### src/rtl/pipe_ex_stage_if.sv
// ID/EX -> EX -> EX/MEM signal bundle for the MIPS execute stage.
// OVF_M exists only when EX_OVERFLOW_TRAP_EN is defined.
interface pipe_ex_stage_if #(
  parameter int WIDTH = 32,
  parameter int RA_W  = 5
);
  logic             RFWEE;
  logic             DMWEE;
  logic             MtoRFsel_E;
  logic             RFDSelE;
  logic             ALU_sel_E;
  logic [3:0]       ALUOp_E;
  logic [RA_W-1:0]  RsE;
  logic [RA_W-1:0]  RtE;
  logic [RA_W-1:0]  RdE;
  logic [WIDTH-1:0] RFD1_E;
  logic [WIDTH-1:0] RFD2_E;
  logic [WIDTH-1:0] SIMM_E;
  logic [1:0]       ForwardAE;
  logic [1:0]       ForwardBE;
  logic [WIDTH-1:0] ResultW;
  logic             STALL_E;
  logic [RA_W-1:0]  WriteRegE;
  logic             RFWEM;
  logic             DMWEM;
  logic             MtoRFselM;
  logic [WIDTH-1:0] ALUOutM;
  logic [WIDTH-1:0] WriteDataM;
  logic [RA_W-1:0]  WriteRegM;
`ifdef EX_OVERFLOW_TRAP_EN
  logic             OVF_M;
`endif

  modport slave (
    input  RFWEE, DMWEE, MtoRFsel_E, RFDSelE, ALU_sel_E, ALUOp_E,
    input  RsE, RtE, RdE, RFD1_E, RFD2_E, SIMM_E,
    input  ForwardAE, ForwardBE, ResultW,
    output STALL_E, WriteRegE, RFWEM, DMWEM, MtoRFselM,
    output ALUOutM, WriteDataM, WriteRegM
`ifdef EX_OVERFLOW_TRAP_EN
    , output OVF_M
`endif
  );

  modport master (
    output RFWEE, DMWEE, MtoRFsel_E, RFDSelE, ALU_sel_E, ALUOp_E,
    output RsE, RtE, RdE, RFD1_E, RFD2_E, SIMM_E,
    output ForwardAE, ForwardBE, ResultW,
    input  STALL_E, WriteRegE, RFWEM, DMWEM, MtoRFselM,
    input  ALUOutM, WriteDataM, WriteRegM
`ifdef EX_OVERFLOW_TRAP_EN
    , input OVF_M
`endif
  );
endinterface

### src/rtl/pipe_ex_stage.sv
// MIPS execute stage: forwarding, ALU, iterative shift-add multiply, EX/MEM register.
// Optional signed-overflow trap on ADD/SUB is enabled with EX_OVERFLOW_TRAP_EN.
module pipe_ex_stage #(
  parameter int WIDTH = 32,
  parameter int RA_W  = 5
) (
  input logic             CLK,
  input logic             CLR_N,
  pipe_ex_stage_if.slave  ex
);
  localparam int SH_W  = $clog2(WIDTH);
  localparam int CNT_W = $clog2(WIDTH);

  localparam logic [3:0] OP_AND = 4'b0000;
  localparam logic [3:0] OP_OR  = 4'b0001;
  localparam logic [3:0] OP_ADD = 4'b0010;
  localparam logic [3:0] OP_XOR = 4'b0011;
  localparam logic [3:0] OP_NOR = 4'b0100;
  localparam logic [3:0] OP_SUB = 4'b0110;
  localparam logic [3:0] OP_SLT = 4'b0111;
  localparam logic [3:0] OP_SLL = 4'b1000;
  localparam logic [3:0] OP_SRL = 4'b1001;
  localparam logic [3:0] OP_SRA = 4'b1010;
  localparam logic [3:0] OP_MUL = 4'b1011;

  typedef enum logic [1:0] {
    ST_IDLE = 2'b00,
    ST_BUSY = 2'b01,
    ST_DONE = 2'b10
  } state_t;

  function automatic logic [WIDTH-1:0] fwd(
    input logic [WIDTH-1:0] rfd,
    input logic [1:0]       sel,
    input logic [WIDTH-1:0] alu_m,
    input logic [WIDTH-1:0] res_w
  );
    case (sel)
      2'b10:   fwd = alu_m;
      2'b01:   fwd = res_w;
      default: fwd = rfd;
    endcase
  endfunction

  // MUL is not handled here; its result comes from the multiply accumulator
  function automatic logic [WIDTH-1:0] alu(
    input logic [3:0]       op,
    input logic [WIDTH-1:0] a,
    input logic [WIDTH-1:0] b
  );
    case (op)
      OP_AND:  alu = a & b;
      OP_OR:   alu = a | b;
      OP_ADD:  alu = a + b;
      OP_XOR:  alu = a ^ b;
      OP_NOR:  alu = ~(a | b);
      OP_SUB:  alu = a - b;
      OP_SLT:  alu = {{(WIDTH-1){1'b0}}, ($signed(a) < $signed(b))};
      OP_SLL:  alu = a << b[SH_W-1:0];
      OP_SRL:  alu = a >> b[SH_W-1:0];
      OP_SRA:  alu = $unsigned($signed(a) >>> b[SH_W-1:0]);
      default: alu = {WIDTH{1'b0}};
    endcase
  endfunction

`ifdef EX_OVERFLOW_TRAP_EN
  function automatic logic add_sub_ovf(
    input logic [3:0]       op,
    input logic [WIDTH-1:0] a,
    input logic [WIDTH-1:0] b,
    input logic [WIDTH-1:0] r
  );
    case (op)
      OP_ADD:  add_sub_ovf = (a[WIDTH-1] == b[WIDTH-1]) && (r[WIDTH-1] != a[WIDTH-1]);
      OP_SUB:  add_sub_ovf = (a[WIDTH-1] != b[WIDTH-1]) && (r[WIDTH-1] != a[WIDTH-1]);
      default: add_sub_ovf = 1'b0;
    endcase
  endfunction
`endif

  state_t           state_r, state_next_s;
  logic             stall_s, mul_start_s, mul_step_s;
  logic [CNT_W-1:0] cnt_r;
  logic [WIDTH-1:0] mcand_r, mplier_r, acc_r;

  logic [WIDTH-1:0] src_a_s, src_b_s, write_data_s, alu_res_s;
  logic [RA_W-1:0]  write_reg_s;

  logic             rfwe_r, dmwe_r, mtorf_r;
  logic [WIDTH-1:0] alu_out_r, wdata_r;
  logic [RA_W-1:0]  wreg_r;
  logic             rfwe_n_s, dmwe_n_s, mtorf_n_s;
  logic [WIDTH-1:0] alu_out_n_s, wdata_n_s;
  logic [RA_W-1:0]  wreg_n_s;
`ifdef EX_OVERFLOW_TRAP_EN
  logic             ovf_r, ovf_n_s;
`endif

  // Operand forwarding, source-B mux, destination select and single-cycle ALU
  always_comb begin
    src_a_s      = fwd(ex.RFD1_E, ex.ForwardAE, alu_out_r, ex.ResultW);
    write_data_s = fwd(ex.RFD2_E, ex.ForwardBE, alu_out_r, ex.ResultW);
    src_b_s      = ex.ALU_sel_E ? ex.SIMM_E : write_data_s;
    write_reg_s  = ex.RFDSelE ? ex.RdE : ex.RtE;
    alu_res_s    = alu(ex.ALUOp_E, src_a_s, src_b_s);
  end

  // Multiply FSM state register
  always_ff @(posedge CLK or negedge CLR_N) begin
    if (!CLR_N) begin
      state_r <= ST_IDLE;
    end else begin
      state_r <= state_next_s;
    end
  end

  // Multiply FSM next-state and stall/iteration controls
  always_comb begin
    state_next_s = state_r;
    stall_s      = 1'b0;
    mul_start_s  = 1'b0;
    mul_step_s   = 1'b0;
    case (state_r)
      ST_IDLE: begin
        if (ex.ALUOp_E == OP_MUL) begin
          stall_s      = 1'b1;
          mul_start_s  = 1'b1;
          state_next_s = ST_BUSY;
        end else begin
          state_next_s = ST_IDLE;
        end
      end
      ST_BUSY: begin
        stall_s    = 1'b1;
        mul_step_s = 1'b1;
        if (cnt_r == CNT_W'(WIDTH - 1)) begin
          state_next_s = ST_DONE;
        end else begin
          state_next_s = ST_BUSY;
        end
      end
      ST_DONE: state_next_s = ST_IDLE;
      default: state_next_s = ST_IDLE;
    endcase
  end

  // Shift-add multiply datapath; operands are frozen at the IDLE latch
  always_ff @(posedge CLK or negedge CLR_N) begin
    if (!CLR_N) begin
      mcand_r  <= {WIDTH{1'b0}};
      mplier_r <= {WIDTH{1'b0}};
      acc_r    <= {WIDTH{1'b0}};
      cnt_r    <= {CNT_W{1'b0}};
    end else if (mul_start_s) begin
      mcand_r  <= src_a_s;
      mplier_r <= src_b_s;
      acc_r    <= {WIDTH{1'b0}};
      cnt_r    <= {CNT_W{1'b0}};
    end else if (mul_step_s) begin
      acc_r    <= mplier_r[0] ? (acc_r + mcand_r) : acc_r;
      mcand_r  <= mcand_r << 1;
      mplier_r <= mplier_r >> 1;
      cnt_r    <= cnt_r + CNT_W'(1);
    end else begin
      cnt_r    <= cnt_r;
    end
  end

  // EX/MEM next value: a bubble while stalled, otherwise the current instruction
  always_comb begin
    rfwe_n_s    = 1'b0;
    dmwe_n_s    = 1'b0;
    mtorf_n_s   = 1'b0;
    alu_out_n_s = {WIDTH{1'b0}};
    wdata_n_s   = {WIDTH{1'b0}};
    wreg_n_s    = {RA_W{1'b0}};
`ifdef EX_OVERFLOW_TRAP_EN
    ovf_n_s     = 1'b0;
`endif
    if (stall_s) begin
      rfwe_n_s = 1'b0;
      dmwe_n_s = 1'b0;
    end else begin
      mtorf_n_s   = ex.MtoRFsel_E;
      alu_out_n_s = (state_r == ST_DONE) ? acc_r : alu_res_s;
      wdata_n_s   = write_data_s;
      wreg_n_s    = write_reg_s;
`ifdef EX_OVERFLOW_TRAP_EN
      ovf_n_s     = (state_r != ST_DONE) &&
                    add_sub_ovf(ex.ALUOp_E, src_a_s, src_b_s, alu_res_s);
      rfwe_n_s    = ex.RFWEE & ~ovf_n_s;
      dmwe_n_s    = ex.DMWEE & ~ovf_n_s;
`else
      rfwe_n_s    = ex.RFWEE;
      dmwe_n_s    = ex.DMWEE;
`endif
    end
  end

  // EX/MEM pipeline register
  always_ff @(posedge CLK or negedge CLR_N) begin
    if (!CLR_N) begin
      rfwe_r    <= 1'b0;
      dmwe_r    <= 1'b0;
      mtorf_r   <= 1'b0;
      alu_out_r <= {WIDTH{1'b0}};
      wdata_r   <= {WIDTH{1'b0}};
      wreg_r    <= {RA_W{1'b0}};
`ifdef EX_OVERFLOW_TRAP_EN
      ovf_r     <= 1'b0;
`endif
    end else begin
      rfwe_r    <= rfwe_n_s;
      dmwe_r    <= dmwe_n_s;
      mtorf_r   <= mtorf_n_s;
      alu_out_r <= alu_out_n_s;
      wdata_r   <= wdata_n_s;
      wreg_r    <= wreg_n_s;
`ifdef EX_OVERFLOW_TRAP_EN
      ovf_r     <= ovf_n_s;
`endif
    end
  end

  // Stall drops the moment reset asserts, even with a MUL still held in ID/EX
  assign ex.STALL_E    = stall_s & CLR_N;
  assign ex.WriteRegE  = write_reg_s;
  assign ex.RFWEM      = rfwe_r;
  assign ex.DMWEM      = dmwe_r;
  assign ex.MtoRFselM  = mtorf_r;
  assign ex.ALUOutM    = alu_out_r;
  assign ex.WriteDataM = wdata_r;
  assign ex.WriteRegM  = wreg_r;
`ifdef EX_OVERFLOW_TRAP_EN
  assign ex.OVF_M      = ovf_r;
`endif

endmodule
### src/flat_wrapper.sv
// flat-port wrapper written by rule: the top's interface ports become plain ports
module pipe_ex_stage_flat 
#(
  parameter int WIDTH = 32,
  parameter int RA_W  = 5
)
  (CLK, CLR_N, ex_RFWEE, ex_DMWEE, ex_MtoRFsel_E, ex_RFDSelE, ex_ALU_sel_E, ex_ALUOp_E, ex_RsE, ex_RtE, ex_RdE, ex_RFD1_E, ex_RFD2_E, ex_SIMM_E, ex_ForwardAE, ex_ForwardBE, ex_ResultW, ex_STALL_E, ex_WriteRegE, ex_RFWEM, ex_DMWEM, ex_MtoRFselM, ex_ALUOutM, ex_WriteDataM, ex_WriteRegM);
  pipe_ex_stage_if #(.WIDTH(WIDTH), .RA_W(RA_W)) ex_i ();
  input logic CLK;
  input logic CLR_N;
  input wire logic [$bits(ex_i.RFWEE)-1:0] ex_RFWEE;
  input wire logic [$bits(ex_i.DMWEE)-1:0] ex_DMWEE;
  input wire logic [$bits(ex_i.MtoRFsel_E)-1:0] ex_MtoRFsel_E;
  input wire logic [$bits(ex_i.RFDSelE)-1:0] ex_RFDSelE;
  input wire logic [$bits(ex_i.ALU_sel_E)-1:0] ex_ALU_sel_E;
  input wire logic [$bits(ex_i.ALUOp_E)-1:0] ex_ALUOp_E;
  input wire logic [$bits(ex_i.RsE)-1:0] ex_RsE;
  input wire logic [$bits(ex_i.RtE)-1:0] ex_RtE;
  input wire logic [$bits(ex_i.RdE)-1:0] ex_RdE;
  input wire logic [$bits(ex_i.RFD1_E)-1:0] ex_RFD1_E;
  input wire logic [$bits(ex_i.RFD2_E)-1:0] ex_RFD2_E;
  input wire logic [$bits(ex_i.SIMM_E)-1:0] ex_SIMM_E;
  input wire logic [$bits(ex_i.ForwardAE)-1:0] ex_ForwardAE;
  input wire logic [$bits(ex_i.ForwardBE)-1:0] ex_ForwardBE;
  input wire logic [$bits(ex_i.ResultW)-1:0] ex_ResultW;
  output wire logic [$bits(ex_i.STALL_E)-1:0] ex_STALL_E;
  output wire logic [$bits(ex_i.WriteRegE)-1:0] ex_WriteRegE;
  output wire logic [$bits(ex_i.RFWEM)-1:0] ex_RFWEM;
  output wire logic [$bits(ex_i.DMWEM)-1:0] ex_DMWEM;
  output wire logic [$bits(ex_i.MtoRFselM)-1:0] ex_MtoRFselM;
  output wire logic [$bits(ex_i.ALUOutM)-1:0] ex_ALUOutM;
  output wire logic [$bits(ex_i.WriteDataM)-1:0] ex_WriteDataM;
  output wire logic [$bits(ex_i.WriteRegM)-1:0] ex_WriteRegM;
  assign ex_i.RFWEE = ex_RFWEE;
  assign ex_i.DMWEE = ex_DMWEE;
  assign ex_i.MtoRFsel_E = ex_MtoRFsel_E;
  assign ex_i.RFDSelE = ex_RFDSelE;
  assign ex_i.ALU_sel_E = ex_ALU_sel_E;
  assign ex_i.ALUOp_E = ex_ALUOp_E;
  assign ex_i.RsE = ex_RsE;
  assign ex_i.RtE = ex_RtE;
  assign ex_i.RdE = ex_RdE;
  assign ex_i.RFD1_E = ex_RFD1_E;
  assign ex_i.RFD2_E = ex_RFD2_E;
  assign ex_i.SIMM_E = ex_SIMM_E;
  assign ex_i.ForwardAE = ex_ForwardAE;
  assign ex_i.ForwardBE = ex_ForwardBE;
  assign ex_i.ResultW = ex_ResultW;
  assign ex_STALL_E = ex_i.STALL_E;
  assign ex_WriteRegE = ex_i.WriteRegE;
  assign ex_RFWEM = ex_i.RFWEM;
  assign ex_DMWEM = ex_i.DMWEM;
  assign ex_MtoRFselM = ex_i.MtoRFselM;
  assign ex_ALUOutM = ex_i.ALUOutM;
  assign ex_WriteDataM = ex_i.WriteDataM;
  assign ex_WriteRegM = ex_i.WriteRegM;
  pipe_ex_stage #(.WIDTH(WIDTH), .RA_W(RA_W)) u_core (.CLK(CLK), .CLR_N(CLR_N), .ex(ex_i));
endmodule
### config.mk
export PLATFORM = sky130hd
export DESIGN_NAME = pipe_ex_stage_flat
export DESIGN_NICKNAME = d
export VERILOG_FILES = /design/src/rtl/pipe_ex_stage_if.sv /design/src/rtl/pipe_ex_stage.sv /design/src/flat_wrapper.sv
export SDC_FILE = /design/constraint.sdc
export NUM_CORES = 1
export LEC_CHECK = 0
export BUFFER_PORTS_ARGS = -buffer_cell sky130_fd_sc_hd__buf_2
export CAP_MARGIN = 15
export CELL_PAD_IN_SITES_DETAIL_PLACEMENT = 0
export CELL_PAD_IN_SITES_GLOBAL_PLACEMENT = 1
export CORE_UTILIZATION = 40
export DETAILED_ROUTE_END_ITERATION = 10
export GPL_TIMING_DRIVEN = 0
export PLACE_DENSITY_LB_ADDON = 0.1
export SYNTH_ARGS = -nofsm -noshare
export SYNTH_HDL_FRONTEND = slang
export SYNTH_SLANG_ARGS = --single-unit
### constraint.sdc
create_clock -name CLK -period 5 [get_ports CLK]
set_input_delay 0.75 -clock CLK [delete_from_list [all_inputs] [get_ports CLK]]
set_output_delay 0.75 -clock CLK [all_outputs]
set_load 0.03 [all_outputs]
==> metrics.cfg <==
[synthesis]
synth.area.top_cells = dfrtp_1 24%, ha_1 9.8%, mux2i_1 6.8%, o21ai_0 6.7%, nand2_1 6.7%
async_flop_share_pct = 100.0
synth_ff_type = dfrtp_1
yosysSeqAreaShare_pct = 23.56
synth_common_cells = 333 x nand2_1, 250 x o21ai_0, 219 x nor2_1, 175 x dfrtp_1, 156 x a21oi_1
synth_most_common_cell = nand2_1
yosysTopAreaCell = dfrtp_1
synth_top_area_share_pct = 23.56
synthesis.nets = 2790
ys_seq_elements = 175
synth_warnings = 0
ys_types = 81
syn_area_um2 = 18590
synth_edf_count = 0
netlist_instances = 2483
syn_area_per_cell_um2 = 7.486

[route]
final_antenna_net_count = 0
vias_per_cell = 6.718
vias = 22761
totalWireLength_um = 111400
firstDrtPassIters = 6
avgRoutedWirePerCell_um = 32.88
drtIter0Drc = 3302
route.detailed.drc = 0

[cts]
cts-root-buf = clkbuf_16
clock_latency_ns = 0.53
cts.sinks = 175
cts_tree = yes
ctsHoldBuffers = 0
clk_path_buf_depth = 2
cts_made_buffers = 17
htree_levels = 4
clk_pin_slew_worst_paths_ns = 0.10

[timing]
slew_headroom_pct = 7.918
setup_viol = 3
layout_min_cycle_time_ns = 5.076
finalHoldViolCount = 0
fin_skew_ns = 0.02363
setup_ws_ns = -0.07609
holdWs_ns = 0.1534
slew_viol_final = 0
grt_setup_unrepaired = true
worst_slew_pin_slew_ns = 1.381
fin_crit_sh_pct = 101.5
setup_tns_ns = -0.1222
max_clock_freq_mhz = 197.0

[finish]
final_util_pct = 49.51
synthToLayoutAreaGrowth_pct = 21.39
drive_above_1_share_pct = 19.66
finalNetCount = 3077

[pwr]
powerDensity_nw_per_um2 = 387.2
power.leakage_nw = 10.17
peakVddDrop_v = 0.0004098
power.total_mw = 8.736

[setup_path]
cp_max_fo = 10
timing.critical_path.buf_inv = 4
cpPeakStageDelay_ns = 1.06
worstPathRequired_ns = 5.32
critical_path_arrival_ns = 5.40
startpoint_type = primary input
cpLargestDelayFamily = compound AO/OA/AOI/OAI gates
cp_slowest_cell = o21ai_1
path_class = primary input to flip-flop
endpoint_kind = flip-flop
worstPathCellList = buf_2 -> inv_1 -> ha_1 -> buf_2 -> clkbuf_1 -> o21ai_1 -> mux2i_1 -> mux2_2 -> mux2i_1 -> nor2_1 -> a211oi_2 -> o21ai_0 -> a311oi_1

[floorplan]
row_count = 78
io_pins = 236
coreArea_um2 = 45580
die-area_um2 = 47330
fp.dieW_um = 217.6
start_util_pct = 40.78
chipHeight_um = 217.6

[grt]
grt_antenna_before_repair = 9
grt_remaining_overflow = 0
grt_max_degree = 113
grt_first_pass_wirelength_um = 155600
grt_use_total_pct = 46.36
first_global_vias = 21565

[status]
status = finished, violations left
violations = negative setup slack

[min_path]
hp-class = primary input to async pin

[placement]
io_buffers = 228
dp_slack_ns = -2.700
gp_congestion = 1.111
dpl.hpwl_um = 88600

[job]
maxCapViolCount = 0

## timing repair
item / 4_1_cts / 5_1_grt
gates resized for setup: 165 / 133
setup endpoints to repair: 30 / 27
pin swaps: 9 / 12
buffers inserted: 15 / 11
## path summary, 6_finish.rpt
| path | slack, ns | from | depth (start not counted) | to |
|---|---|---|---|---|
| worst max-delay path | -0.08 | ex_ForwardAE[0] | 13 | u_core.ex.ALUOutM[1] |
| worst min-delay path | 0.15 | CLR_N | 1 | u_core.ex.ALUOutM[2] |
| worst max register to register | 0.35 | u_core.ex.ALUOutM[1] | 16 | u_core.ex.ALUOutM[31] |
| worst min register to register | 0.49 | u_core.mplier_r[30] | 2 | u_core.mplier_r[30] |
| max in group asynchronous | 3.80 | CLR_N | 2 | u_core.acc_r[31] |
| min in group CLK | 0.47 | ex_DMWEE | 2 | u_core.ex.DMWEM |
## kinds of logic after synthesis
group	count (synthesis)	share of synthesized area, %
buf+inv	297	6.550
compound gates	910	32.21
xor+xnor	41	1.932
fa+ha+maj	149	10.15
simple gates	767	17.72
flops	175	23.56
mux	144	7.876
## registers in the layout, indices dropped and copies added (netlist names)
| name | flops |
|---|---|
| u_core.ex.DMWEM | 1 |
| u_core.ex.MtoRFselM | 1 |
| u_core.ex.RFWEM | 1 |
| u_core.acc_r | 32 |
| u_core.mcand_r | 32 |
| u_core.ex.WriteRegM | 5 |
| u_core.mplier_r | 32 |
| u_core.cnt_r | 5 |
| u_core.ex.WriteDataM | 32 |
| u_core.state_r | 2 |
| u_core.ex.ALUOutM | 32 |
## final cells by class
cell class | count | area [µm²]
fill | 4600 | 23010
multi-input combinational | 2011 | 13910
sequential | 175 | 4379
timing repair buffer | 281 | 1573
buffer | 172 | 887.1
tap | 600 | 750.7
inverter | 112 | 437.9
clock buffer | 18 | 429.2
clock inverter | 14 | 187.7
antenna | 5 | 12.51
## layer usage
layer | GRT usage, % | wire (µm) | vias up
met3 | 14.14 | 13930 | 398
li1 | - | - | 9704
met1 | 57.49 | 42340 | 10998
met4 | 27.56 | 7532 | 8
met2 | 70.53 | 47530 | 1653
met5 | 0 | 50 | -
## cell usage in the layout (no fill, tap or decap), types with 40 or more instances in the layout
cell type / instances
a21oi_1: 139
clkbuf_1: 106
a22oi_1: 56
nor2_1: 216
o21ai_1: 42
buf_4: 45
nand3_1: 60
mux2i_1: 125
dfrtp_1: 175
nand2_1: 332
o21ai_0: 213
a31oi_1: 52
ha_1: 131
inv_1: 105
buf_2: 252
a221o_1: 40
## metrics by stage
| stage | cells | cell area, µm² |
|---|---|---|
| finish | 3388 | 22560 |
| global route | 3384 | 22550 |
| CTS | 3374 | 21970 |
| detailed placement | 3337 | 20720 |
| global placement | 3311 | 20480 |
| floorplan | 2483 | 18590 |
## where the power goes
group          internal, mW  leakage, nW  switching (mW)
clock                 0.723        0.296           0.753
sequential             1.80         2.33           0.431
combinational          1.69         7.54            3.34
total                  4.21         10.2            4.52
Note: power is estimated with default switching activity, not from simulation.
